==> src/rtl/mode_seq_if.sv <==
`default_nettype none
// ============================================================================
// Module   : mode_seq_if
// Purpose  : Bundles the raw user buttons and the mode-select outputs of the
//            light-pen screen mode sequencer.
// Ports    : btn_halt/btn_next/btn_prev - raw asynchronous buttons
//            state       - top state (BOOT=0, IDLE=1, RUN=2, HALT=3)
//            mode        - current run mode
//            boot_phase  - current boot blink phase, 0 outside BOOT
//            mode_strobe - one-cycle pulse on any state/mode change
// Modports : master drives the buttons, slave (the sequencer) drives outputs.
// Revision : 1.0 - initial release
// ============================================================================
interface mode_seq_if #(
  parameter int unsigned MODE_W  = 3,
  parameter int unsigned PHASE_W = 2
);
  logic               btn_halt;
  logic               btn_next;
  logic               btn_prev;
  logic [2:0]         state;
  logic [MODE_W-1:0]  mode;
  logic [PHASE_W-1:0] boot_phase;
  logic               mode_strobe;

  modport master (
    output btn_halt, btn_next, btn_prev,
    input  state, mode, boot_phase, mode_strobe
  );

  modport slave (
    input  btn_halt, btn_next, btn_prev,
    output state, mode, boot_phase, mode_strobe
  );
endinterface
`default_nettype wire

==> src/rtl/mode_seq.sv <==
`default_nettype none
// ============================================================================
// Module   : mode_seq
// Purpose  : Top-level mode sequencer. Debounces three buttons, runs a timed
//            boot blink sequence, then steps through N_MODES run modes forward
//            or backward, with a halt/reboot toggle and a change strobe.
// Ports    : clk - system clock
//            rst - synchronous active-high reset
//            bus - mode_seq_if.slave (buttons in; state, mode, boot_phase,
//                  mode_strobe out)
// Options  : MODE_SEQ_LONGPRESS_EN - when defined, holding the debounced
//            next button for LONG_CYCLES in RUN returns to IDLE with mode 0.
// Revision : 1.0 - initial release
// ============================================================================
`ifndef CLOCK_FREQ
`define CLOCK_FREQ 50_000_000
`endif

module mode_seq #(
  parameter int unsigned N_MODES         = 6,
  parameter int unsigned MODE_W          = 3,
  parameter int unsigned BOOT_PHASES     = 4,
  parameter int unsigned PHASE_W         = 2,
  parameter int unsigned BOOT_PERIOD     = `CLOCK_FREQ / 2,
  parameter int unsigned DEBOUNCE_CYCLES = 1_000_000,
  parameter int unsigned LONG_CYCLES     = `CLOCK_FREQ
) (
  input  logic      clk,
  input  logic      rst,
  mode_seq_if.slave bus
);

  localparam int unsigned c_DB_W   = $clog2(DEBOUNCE_CYCLES + 1);
  localparam int unsigned c_PCNT_W = $clog2(BOOT_PERIOD + 1);

  localparam logic [c_DB_W-1:0]   c_DB_LAST    = c_DB_W'(DEBOUNCE_CYCLES - 1);
  localparam logic [c_PCNT_W-1:0] c_PCNT_LAST  = c_PCNT_W'(BOOT_PERIOD - 1);
  localparam logic [PHASE_W-1:0]  c_PHASE_LAST = PHASE_W'(BOOT_PHASES - 1);
  localparam logic [MODE_W-1:0]   c_MODE_LAST  = MODE_W'(N_MODES - 1);

  // Button bit positions in the front-end vectors.
  localparam int unsigned c_HALT = 0;
  localparam int unsigned c_NEXT = 1;
  localparam int unsigned c_PREV = 2;

  // Elaboration-time parameter sanity checks.
  if (N_MODES < 2 || (1 << MODE_W) < N_MODES) begin : g_bad_modes
    $error("mode_seq: N_MODES must be >= 2 and fit in MODE_W bits");
  end
  if (BOOT_PHASES < 1 || (1 << PHASE_W) < BOOT_PHASES) begin : g_bad_phases
    $error("mode_seq: BOOT_PHASES must be >= 1 and fit in PHASE_W bits");
  end
  if (BOOT_PERIOD < 1 || DEBOUNCE_CYCLES < 1 || LONG_CYCLES < 1) begin : g_bad_cycles
    $error("mode_seq: BOOT_PERIOD, DEBOUNCE_CYCLES and LONG_CYCLES must be >= 1");
  end

  typedef enum logic [2:0] {
    ST_BOOT = 3'd0,
    ST_IDLE = 3'd1,
    ST_RUN  = 3'd2,
    ST_HALT = 3'd3
  } state_e;

  // --------------------------------------------------------------------------
  // Button front end: 2-flop synchroniser, debounce, registered rise detect
  // --------------------------------------------------------------------------
  logic [2:0]        w_raw;
  logic [2:0]        sync1_q, sync1_d;
  logic [2:0]        sync2_q, sync2_d;
  logic [2:0]        deb_q, deb_d;
  logic [2:0]        deb_prev_q, deb_prev_d;
  logic [2:0]        ev_q, ev_d;
  logic [c_DB_W-1:0] db_cnt_q [3];
  logic [c_DB_W-1:0] db_cnt_d [3];

  assign w_raw = {bus.btn_prev, bus.btn_next, bus.btn_halt};

  always_comb begin
    sync1_d    = w_raw;
    sync2_d    = sync1_q;
    deb_prev_d = deb_q;
    ev_d       = deb_q & ~deb_prev_q;
    deb_d      = deb_q;
    for (int i = 0; i < 3; i++) begin
      db_cnt_d[i] = '0;
      if (sync2_q[i] != deb_q[i]) begin
        // The mismatch seen at the terminal count is the last one needed.
        if (db_cnt_q[i] == c_DB_LAST) begin
          deb_d[i] = sync2_q[i];
        end else begin
          db_cnt_d[i] = db_cnt_q[i] + c_DB_W'(1);
        end
      end
    end
  end

  always_ff @(posedge clk) begin
    if (rst) begin
      sync1_q    <= '0;
      sync2_q    <= '0;
      deb_q      <= '0;
      deb_prev_q <= '0;
      ev_q       <= '0;
      for (int i = 0; i < 3; i++) begin
        db_cnt_q[i] <= '0;
      end
    end else begin
      sync1_q    <= sync1_d;
      sync2_q    <= sync2_d;
      deb_q      <= deb_d;
      deb_prev_q <= deb_prev_d;
      ev_q       <= ev_d;
      for (int i = 0; i < 3; i++) begin
        db_cnt_q[i] <= db_cnt_d[i];
      end
    end
  end

  // Simultaneous next and prev cancel each other.
  logic w_ev_halt, w_step_next, w_step_prev;
  assign w_ev_halt   = ev_q[c_HALT];
  assign w_step_next = ev_q[c_NEXT] & ~ev_q[c_PREV];
  assign w_step_prev = ev_q[c_PREV] & ~ev_q[c_NEXT];

  // --------------------------------------------------------------------------
  // Sequencer state
  // --------------------------------------------------------------------------
  state_e              state_q, state_d;
  logic [MODE_W-1:0]   mode_q, mode_d;
  logic [PHASE_W-1:0]  boot_phase_q, boot_phase_d;
  logic [c_PCNT_W-1:0] phase_cnt_q, phase_cnt_d;
  logic                mode_strobe_q, mode_strobe_d;
  logic                w_long_fire;

`ifdef MODE_SEQ_LONGPRESS_EN
  // Hold timer for the debounced next button. It saturates at its terminal
  // count; fired_q keeps a single press from triggering more than once.
  localparam int unsigned          c_HOLD_W    = $clog2(LONG_CYCLES + 1);
  localparam logic [c_HOLD_W-1:0]  c_HOLD_LAST = c_HOLD_W'(LONG_CYCLES - 1);

  logic [c_HOLD_W-1:0] hold_cnt_q, hold_cnt_d;
  logic                fired_q, fired_d;

  always_comb begin
    w_long_fire = (state_q == ST_RUN) && deb_q[c_NEXT] &&
                  (hold_cnt_q == c_HOLD_LAST) && !fired_q;
    hold_cnt_d  = '0;
    if ((state_q == ST_RUN) && deb_q[c_NEXT]) begin
      hold_cnt_d = (hold_cnt_q == c_HOLD_LAST) ? hold_cnt_q
                                               : hold_cnt_q + c_HOLD_W'(1);
    end
    fired_d = fired_q;
    if (!deb_q[c_NEXT]) begin
      fired_d = 1'b0;
    end else if (w_long_fire) begin
      fired_d = 1'b1;
    end
  end

  always_ff @(posedge clk) begin
    if (rst) begin
      hold_cnt_q <= '0;
      fired_q    <= 1'b0;
    end else begin
      hold_cnt_q <= hold_cnt_d;
      fired_q    <= fired_d;
    end
  end
`else
  assign w_long_fire = 1'b0;
`endif

  always_comb begin
    state_d      = state_q;
    mode_d       = mode_q;
    boot_phase_d = boot_phase_q;
    phase_cnt_d  = phase_cnt_q;

    if (w_ev_halt) begin
      // Halt toggle beats any step request in the same cycle.
      phase_cnt_d  = '0;
      boot_phase_d = '0;
      if (state_q == ST_HALT) begin
        state_d = ST_BOOT;
        mode_d  = '0;
      end else begin
        state_d = ST_HALT;
      end
    end else begin
      unique case (state_q)
        ST_BOOT: begin
          if (phase_cnt_q == c_PCNT_LAST) begin
            phase_cnt_d = '0;
            if (boot_phase_q == c_PHASE_LAST) begin
              state_d      = ST_IDLE;
              boot_phase_d = '0;
            end else begin
              boot_phase_d = boot_phase_q + PHASE_W'(1);
            end
          end else begin
            phase_cnt_d = phase_cnt_q + c_PCNT_W'(1);
          end
        end
        ST_IDLE: begin
          if (w_step_next) begin
            state_d = ST_RUN;
            mode_d  = '0;
          end else if (w_step_prev) begin
            state_d = ST_RUN;
            mode_d  = c_MODE_LAST;
          end
        end
        ST_RUN: begin
          // Explicit compare-and-wrap so non-power-of-two mode counts work.
          if (w_long_fire) begin
            state_d = ST_IDLE;
            mode_d  = '0;
          end else if (w_step_next) begin
            mode_d = (mode_q == c_MODE_LAST) ? '0 : mode_q + MODE_W'(1);
          end else if (w_step_prev) begin
            mode_d = (mode_q == '0) ? c_MODE_LAST : mode_q - MODE_W'(1);
          end
        end
        ST_HALT: begin
          state_d = ST_HALT;
        end
        default: begin
          state_d      = ST_BOOT;
          mode_d       = '0;
          boot_phase_d = '0;
          phase_cnt_d  = '0;
        end
      endcase
    end

    // Registered so the pulse coincides with the new state/mode.
    mode_strobe_d = (state_d != state_q) || (mode_d != mode_q);
  end

  always_ff @(posedge clk) begin
    if (rst) begin
      state_q       <= ST_BOOT;
      mode_q        <= '0;
      boot_phase_q  <= '0;
      phase_cnt_q   <= '0;
      mode_strobe_q <= 1'b0;
    end else begin
      state_q       <= state_d;
      mode_q        <= mode_d;
      boot_phase_q  <= boot_phase_d;
      phase_cnt_q   <= phase_cnt_d;
      mode_strobe_q <= mode_strobe_d;
    end
  end

  assign bus.state       = state_q;
  assign bus.mode        = mode_q;
  assign bus.boot_phase  = boot_phase_q;
  assign bus.mode_strobe = mode_strobe_q;

endmodule
`default_nettype wire

==> src/flat_wrapper.sv <==
// flat-port wrapper written by rule: the top's interface ports become plain ports
module mode_seq_flat 
#(
  parameter int unsigned N_MODES         = 6,
  parameter int unsigned MODE_W          = 3,
  parameter int unsigned BOOT_PHASES     = 4,
  parameter int unsigned PHASE_W         = 2,
  parameter int unsigned BOOT_PERIOD     = `CLOCK_FREQ / 2,
  parameter int unsigned DEBOUNCE_CYCLES = 1_000_000,
  parameter int unsigned LONG_CYCLES     = `CLOCK_FREQ
)
  (clk, rst, bus_btn_halt, bus_btn_next, bus_btn_prev, bus_state, bus_mode, bus_boot_phase, bus_mode_strobe);
  mode_seq_if #(.MODE_W(MODE_W), .PHASE_W(PHASE_W)) bus_i ();
  input  logic clk;
  input  logic rst;
  input wire logic [$bits(bus_i.btn_halt)-1:0] bus_btn_halt;
  input wire logic [$bits(bus_i.btn_next)-1:0] bus_btn_next;
  input wire logic [$bits(bus_i.btn_prev)-1:0] bus_btn_prev;
  output wire logic [$bits(bus_i.state)-1:0] bus_state;
  output wire logic [$bits(bus_i.mode)-1:0] bus_mode;
  output wire logic [$bits(bus_i.boot_phase)-1:0] bus_boot_phase;
  output wire logic [$bits(bus_i.mode_strobe)-1:0] bus_mode_strobe;
  assign bus_i.btn_halt = bus_btn_halt;
  assign bus_i.btn_next = bus_btn_next;
  assign bus_i.btn_prev = bus_btn_prev;
  assign bus_state = bus_i.state;
  assign bus_mode = bus_i.mode;
  assign bus_boot_phase = bus_i.boot_phase;
  assign bus_mode_strobe = bus_i.mode_strobe;
  mode_seq #(.N_MODES(N_MODES), .MODE_W(MODE_W), .BOOT_PHASES(BOOT_PHASES), .PHASE_W(PHASE_W), .BOOT_PERIOD(BOOT_PERIOD), .DEBOUNCE_CYCLES(DEBOUNCE_CYCLES), .LONG_CYCLES(LONG_CYCLES)) u_core (.clk(clk), .rst(rst), .bus(bus_i));
endmodule
==> config.mk <==
export PLATFORM = sky130hd
export DESIGN_NAME = mode_seq_flat
export DESIGN_NICKNAME = d
export VERILOG_FILES = /design/src/rtl/mode_seq_if.sv /design/src/rtl/mode_seq.sv /design/src/flat_wrapper.sv
export SDC_FILE = /design/constraint.sdc
export NUM_CORES = 1
export LEC_CHECK = 0
export ABC_AREA = 1
export BUFFER_PORTS_ARGS = -buffer_cell sky130_fd_sc_hd__buf_2
export CELL_PAD_IN_SITES_DETAIL_PLACEMENT = 1
export CELL_PAD_IN_SITES_GLOBAL_PLACEMENT = 1
export CORE_MARGIN = 2
export CORE_UTILIZATION = 40
export CTS_CLUSTER_SIZE = 12
export DETAILED_ROUTE_END_ITERATION = 8
export GPL_TIMING_DRIVEN = 0
export PLACE_DENSITY_LB_ADDON = 0.1
export REMOVE_ABC_BUFFERS = 1
export SETUP_SLACK_MARGIN = 0.15
export SLEW_MARGIN = 30
export SYNTH_ARGS = -nofsm -noshare
export SYNTH_HDL_FRONTEND = slang
export SYNTH_SLANG_ARGS = --single-unit
==> constraint.sdc <==
create_clock -name clk -period 3.8 [get_ports clk]
set_input_delay 0.38 -clock clk [delete_from_list [all_inputs] [get_ports clk]]
set_output_delay 0.38 -clock clk [all_outputs]
set_load 0.01 [all_outputs]
==> results.cfg, run 1 <==
[clock_network]
post_cts_resized = 0
clock_latency_ps = 360
cts_tree = yes
path_clk_slew_ps = 70
ctsHoldBuffers = 0
htreeDepth = 3
cts_buffers = 9
cts_root_buffer = clkbuf_16
cts.sinks = 109
clk_path_buf_depth = 2
cts_setup_buffers = 0

[worst_setup_path]
endpoint_kind = flip-flop
path_cells = ha_1, nand2_1, inv_1, nand3_4, nor2_1, nand4_1, nand3_1, nor3b_1
r2r-start = u_core.db_cnt_q[0][0]
arrival_ps = 2380
worst_setup_path_start_kind = flip-flop
reg2reg_depth = 8
critical-path-slowest-cell = nand3_1
cp.depth = 8
cp_slowest_stage_delay_ps = 630
crit_type = flip-flop to flip-flop
path_max_fanout = 20
rr_endpoint = u_core.db_cnt_q[0][13]
cp.required_ps = 4060
path_delay_family = simple AND/OR/NAND/NOR gates
crit_buf_inv = 1
ff2ff_setup_slack_ps = 1690

[timing]
finalCritPeriodShare_pct = 55.6
timing_hold_violations_final = 0
tns_ps = 0
slew_headroom_pct = 41.7
tightest_slew_ps = 872
rsz0062_at_grt = no
hold_ws_ps = 222
fmax_ghz = 0.473
skew_ps = 8.32
fin_crit_ps = 2110
setup_violations = 0
maxSlewViolCount = 0

[floorplan]
die_h_um = 121
io_pins = 14
core-area_mm2 = 0.0132
die-width_um = 121
num_rows = 42
die-area_mm2 = 0.0145
start_util_pct = 41.1

[outcome]
outcome = completed

[synth]
ys_seq_area_share_pct = 40.1
ys_warn_count = 0
ys_top_cells_by_area = dfxtp_1 (40%), nand2_1 (11%), nor2_1 (8.1%), inv_1 (6.8%), xor2_1 (3.7%)
synth_top_cell_by_area = dfxtp_1
syn_inst = 757
yosys.cell_types.count = 45
synth_top_cell_area_share_pct = 40.1
ys_ff_latch = 109
syn_area_mm2 = 0.00544
syn_avg_cell_area_um2 = 7.18

[grt]
grt_usage_pct = 18.2
antenna_found_initial = 0
grt_pass1_wl_um = 21600
grt_max_degree = 23
grt_pass1_vias = 4890
gr-total-overflow = 0

[layout]
fin_util_pct = 44.8
drive_above_1_share_pct = 11.5
fin_nets = 779
fin_area_mm2 = 0.00593
final.fill_count = 1725
antennaDiodeCount = 0
final_cell_mix = nand2_1 (154), nor2_1 (118), dfxtp_1 (109)
final_common_cell = nand2_1
area_delta_synth_final_pct = 9.00

[placement]
placed_area_mm2 = 0.00565
place.gp.congestion = 0.812
dp_hpwl_um = 9070
port_buffers = 13

[route]
routedWlPerCell_um = 12.8
drt_iter0_markers = 187
vias = 4702
ant_nets = 0
drc = 0
drt_first_pass_iters = 4
vias_per_cell = 4.95
wirelength_um = 12100

[power]
internal_power_mw = 1.62
leakagePower_nw = 2.26
power_mw = 2.09
switching_share_pct = 22.7
p_per_area_mw_per_mm2 = 353
p_seq_share_pct = 55.1
power_frac_comb_pct = 1.9
clkPwrFrac_pct = 43.1
peakVddDrop_mv = 0.260
p_sw_mw = 0.476

[hold_path]
min_to = u_core.sync1_q[1]
hold_depth = 3
min_from = bus_btn_next
hold_class = input port to flip-flop

[flow_run]
drv_cap = 0
==> power groups by stage <==
| stage | Clock [mW] | Combinational, mW | Sequential [mW] |
|---|---|---|---|
| CTS | 0.947 | 0.0401 | 1.15 |
| detailed placement | 0 | 0.0400 | 1.18 |
| global placement | 0 | 0.0385 | 1.18 |
| finish | 0.901 | 0.0391 | 1.15 |
| global route | 0.989 | 0.0449 | 1.15 |
| floorplan | 0 | 0.0228 | 1.18 |
==> tightest hold or removal path, stage by stage <==
cell,delay [ps]
buf_2,70
inv_1,30
nor2_1,60
==> metal layers <==
| layer | GRT usage [%] | wire (um) |
|---|---|---|
| met5 | 0 | 0 |
| met4 | 5.01 | 142 |
| met3 | 4.58 | 286 |
| met2 | 32.9 | 6080 |
| met1 | 21.4 | 5640 |
==> Yosys cell counts (all sizes together) <==
| cell type | n |
|---|---|
| and3 | 2 |
| o221ai | 1 |
| nor4 | 8 |
| xor2 | 23 |
| a211oi | 2 |
| nand4 | 17 |
| clkbuf | 3 |
| a21oi | 35 |
| nor3b | 11 |
| nor2 | 137 |
| nand3b | 3 |
| o21ai | 22 |
| xnor2 | 5 |
| nor3 | 27 |
| conb | 1 |
| inv | 104 |
| nand2 | 165 |
| o21bai | 1 |
| ha | 5 |
| or3 | 2 |
| buf | 9 |
| o21a | 5 |
| or2 | 7 |
| o211ai | 2 |
| nand3 | 46 |
| a31oi | 5 |
| dfxtp | 109 |
==> cells by family (layout without fill, tap and decap cells) <==
logic type | Yosys count | after routing | share of synthesized area [%]
flops | 109 | 109 | 40.1
compound gates | 73 | 73 | 7.64
xor+xnor | 28 | 28 | 4.51
buf+inv | 116 | 133 | 8.58
simple gates | 425 | 425 | 37.9
other cells | 1 | 1 | 0.0690
fa+ha+maj | 5 | 5 | 1.15
==> how the worst max path moves through the flow <==
stage / start / slack (ps) / to
after floorplan: u_core.db_cnt_q[0][20] / 2160 / u_core.db_cnt_q[0][27]
after global placement: u_core.db_cnt_q[0][0] / 1710 / u_core.db_cnt_q[0][13]
after detailed placement: u_core.db_cnt_q[0][0] / 1620 / u_core.db_cnt_q[0][13]
after CTS: u_core.db_cnt_q[0][0] / 1610 / u_core.db_cnt_q[0][13]
after global routing: u_core.db_cnt_q[0][0] / 1390 / u_core.db_cnt_q[0][14]
final: u_core.db_cnt_q[0][0] / 1690 / u_core.db_cnt_q[0][13]
==> sequential cells by signal (all words and copies together), names as in the netlist <==
register,count
u_core.bus.state,3
u_core.sync2_q,3
u_core.deb_prev_d,3
u_core.bus.mode_strobe,1
u_core.bus.mode,3
u_core.db_cnt_q,60
u_core.phase_cnt_q,25
u_core.bus.boot_phase,2
u_core.sync1_q,3
u_core.ev_q,3
u_core.deb_prev_q,3
==> stage by stage <==
step,std cells,setup WS [ps]
final,950,1690
after global routing,950,1390
after CTS,950,1610
after detailed placement,934,1620
after global placement,934,1710
after floorplan,745,2160
==> final cells by class <==
cell class | instances | area, um^2 | area share [%]
Timing Repair Buffer | 13 | 65.1 | 1.10
Sequential cell | 109 | 2180 | 36.8
Multi-Input combinational cell | 532 | 2790 | 47.1
Clock buffer | 10 | 229 | 3.86
Clock inverter | 6 | 51.3 | 0.866
Tap cell | 176 | 220 | 3.72
Inverter | 104 | 390 | 6.59
No activity file was read; power rests on OpenSTA's default activity.
==> run 2: changes to the inputs <==
Clock period 3.8 ns to 2.1 ns, I/O delays scaled along.
==> run 2 against run 1 <==
Compared with the run above: clock power grew 81%; fmax grew 18%; sequential share of layout area shrank 0.75 points; combinational power grew 120%; register-to-register slack lost 1400 ps; design area grew 2.1%; setup slack lost 1400 ps; critical path depth grew 2; power grew 82%; critical path type unchanged.
==> results.cfg, run 2 (same netlist as run 1, synthesis figures left out) <==
[route]
vias = 4729
wirelength_um = 12400
drt_iter0_markers = 205
drt_first_pass_iters = 4
ant_nets = 0
drc = 0
vias_per_cell = 4.95
routedWlPerCell_um = 13.0

[floorplan]
start_util_pct = 41.1
die-width_um = 121
io_pins = 14
die_h_um = 121
num_rows = 42
core-area_mm2 = 0.0132
die-area_mm2 = 0.0145

[worst_setup_path]
ff2ff_setup_slack_ps = 310
reg2reg_depth = 10
path_max_fanout = 10
critical-path-slowest-cell = dfxtp_1
worst_setup_path_start_kind = flip-flop
path_cells = ha_1, nand2_1, nor2_4, nand3_1, nor2_1, nand2_1, nand2_2, nand2_4, nand2_8, nor3_1
r2r-start = u_core.phase_cnt_q[0]
endpoint_kind = flip-flop
crit_path_frequent_cell = nand2_1
cp.required_ps = 2340
rr_endpoint = u_core.phase_cnt_q[11]
arrival_ps = 2030
crit_type = flip-flop to flip-flop
cp_slowest_stage_delay_ps = 390

[layout]
fin_nets = 784
largest_register_ffs = 60
top_regs = u_core.db_cnt_q: 60 flops, u_core.phase_cnt_q: 25 flops
final.fill_count = 1719
area_delta_synth_final_pct = 11.3
registers.top_by_ff_count = u_core.db_cnt_q
final_cell_mix = nand2_1 (153), nor2_1 (117), dfxtp_1 (109)
drive_above_1_share_pct = 12.5
antennaDiodeCount = 0
final_common_cell = nand2_1
fin_area_mm2 = 0.00605

[timing]
fin_ws_ps = 310
tns_ps = 0
rsz0062_at_grt = yes
fin_crit_ps = 1790
skew_ps = 8.21
setup_violations = 0
tightest_slew_ps = 849
fmax_ghz = 0.559
maxSlewViolCount = 0
timing_hold_violations_final = 0
slew_headroom_pct = 43.2
finalCritPeriodShare_pct = 85.2

[power]
peakVddDrop_mv = 0.471
internal_power_mw = 2.93
p_per_area_mw_per_mm2 = 628
leakagePower_nw = 2.29
power_frac_comb_pct = 2.2
p_sw_mw = 0.866
p_seq_share_pct = 54.9
power_mw = 3.80
switching_share_pct = 22.8
clkPwrFrac_pct = 42.9

[clock_network]
htreeDepth = 3
path_clk_slew_ps = 70
clock_latency_ps = 350
cts_buffers = 9
clk_path_buf_depth = 2
ctsHoldBuffers = 0
cts_tree = yes
cts_root_buffer = clkbuf_16
cts.sinks = 109

[placement]
placed_area_mm2 = 0.00565
dp_hpwl_um = 9070
pre_cts_ws_ps = -75.3
port_buffers = 13
place.gp.congestion = 0.812

[grt]
grt_usage_pct = 18.3
grt_max_degree = 23
grt_pass1_vias = 4913
gr-max-usage-layer = met2
gr-total-overflow = 0
grt_use_met3_pct = 4.58
grt_use_met1_pct = 21.4
grt_pass1_wl_um = 21700
antenna_found_initial = 0
gr-usage-met2_pct = 33.0

[hold_path]
hold_depth = 3
hold_class = input port to flip-flop
min_to = u_core.sync1_q[1]
min_from = bus_btn_next

[flow_run]
drv_cap = 0

[outcome]
outcome = completed
==> run 2: changes by cell type in the layout (fill, tap and decap cells not counted), sizes merged <==
cell / previous run / this run
buf: 13 / 17
nand2: 165 / 166
==> run 2: worst max path at each step <==
stage	startpoint	endpoint	slack [ps]	cells past startpoint
after floorplan	u_core.db_cnt_q[0][20]	u_core.db_cnt_q[0][27]	460	11
after global placement	u_core.db_cnt_q[0][0]	u_core.db_cnt_q[0][13]	10	8
after detailed placement	u_core.db_cnt_q[0][0]	u_core.db_cnt_q[0][13]	-80	8
after CTS	u_core.phase_cnt_q[0]	u_core.phase_cnt_q[11]	190	10
after global routing	u_core.phase_cnt_q[0]	u_core.phase_cnt_q[11]	130	10
final	u_core.phase_cnt_q[0]	u_core.phase_cnt_q[11]	310	10
==> run 2: final cells by class <==
class / count / area (um^2) / share of cell area (%)
Multi-Input combinational cell: 533 / 2870 / 47.4
Sequential cell: 109 / 2180 / 36.1
Inverter: 104 / 390 / 6.45
Clock buffer: 10 / 229 / 3.78
Tap cell: 176 / 220 / 3.64
Timing Repair Buffer: 17 / 108 / 1.78
Clock inverter: 6 / 51.3 / 0.848
==> run 2: power groups by stage <==
| stage | clock network (mW) | logic, mW | registers, mW |
|---|---|---|---|
| final | 1.63 | 0.0853 | 2.09 |
| after global routing | 1.79 | 0.0960 | 2.09 |
| after CTS | 1.71 | 0.0745 | 2.09 |
| after detailed placement | 0 | 0.0724 | 2.13 |
| after global placement | 0 | 0.0696 | 2.13 |
| after floorplan | 0 | 0.0412 | 2.13 |
==> run 2: routing by layer <==
metal / wire, um / part of all wire (%)
met5: 0 / 0
met4: 183 / 1.5
met3: 318 / 2.6
met2: 6220 / 50
met1: 5690 / 46
==> run 2: what timing repair did <==
| item | CTS | global route |
|---|---|---|
| pin swaps | 1 | 1 |
| endpoints found under the setup margin | 67 | 68 |
| gates cloned | 0 | 1 |
| gates resized for setup | 4 | 8 |
| buffers inserted | 2 | 2 |
==> run 2: metrics by stage <==
stage | util, % | std cells | hold slack, ps
after global placement | 42.6 | 934 | 383
final | 45.7 | 955 | 53.4
after CTS | 45.0 | 952 | 39.7
after global routing | 45.7 | 955 | 45.8
after floorplan | - | 745 | 279
after detailed placement | 42.6 | 934 | 386
==> run 2: worst max-delay path, delay by kind of cell, from the launching register on <==
kind	cells	cell delay (ps)
adders and majority gates	1	190
DFF	1	390
and+or+nand+nor	9	1110
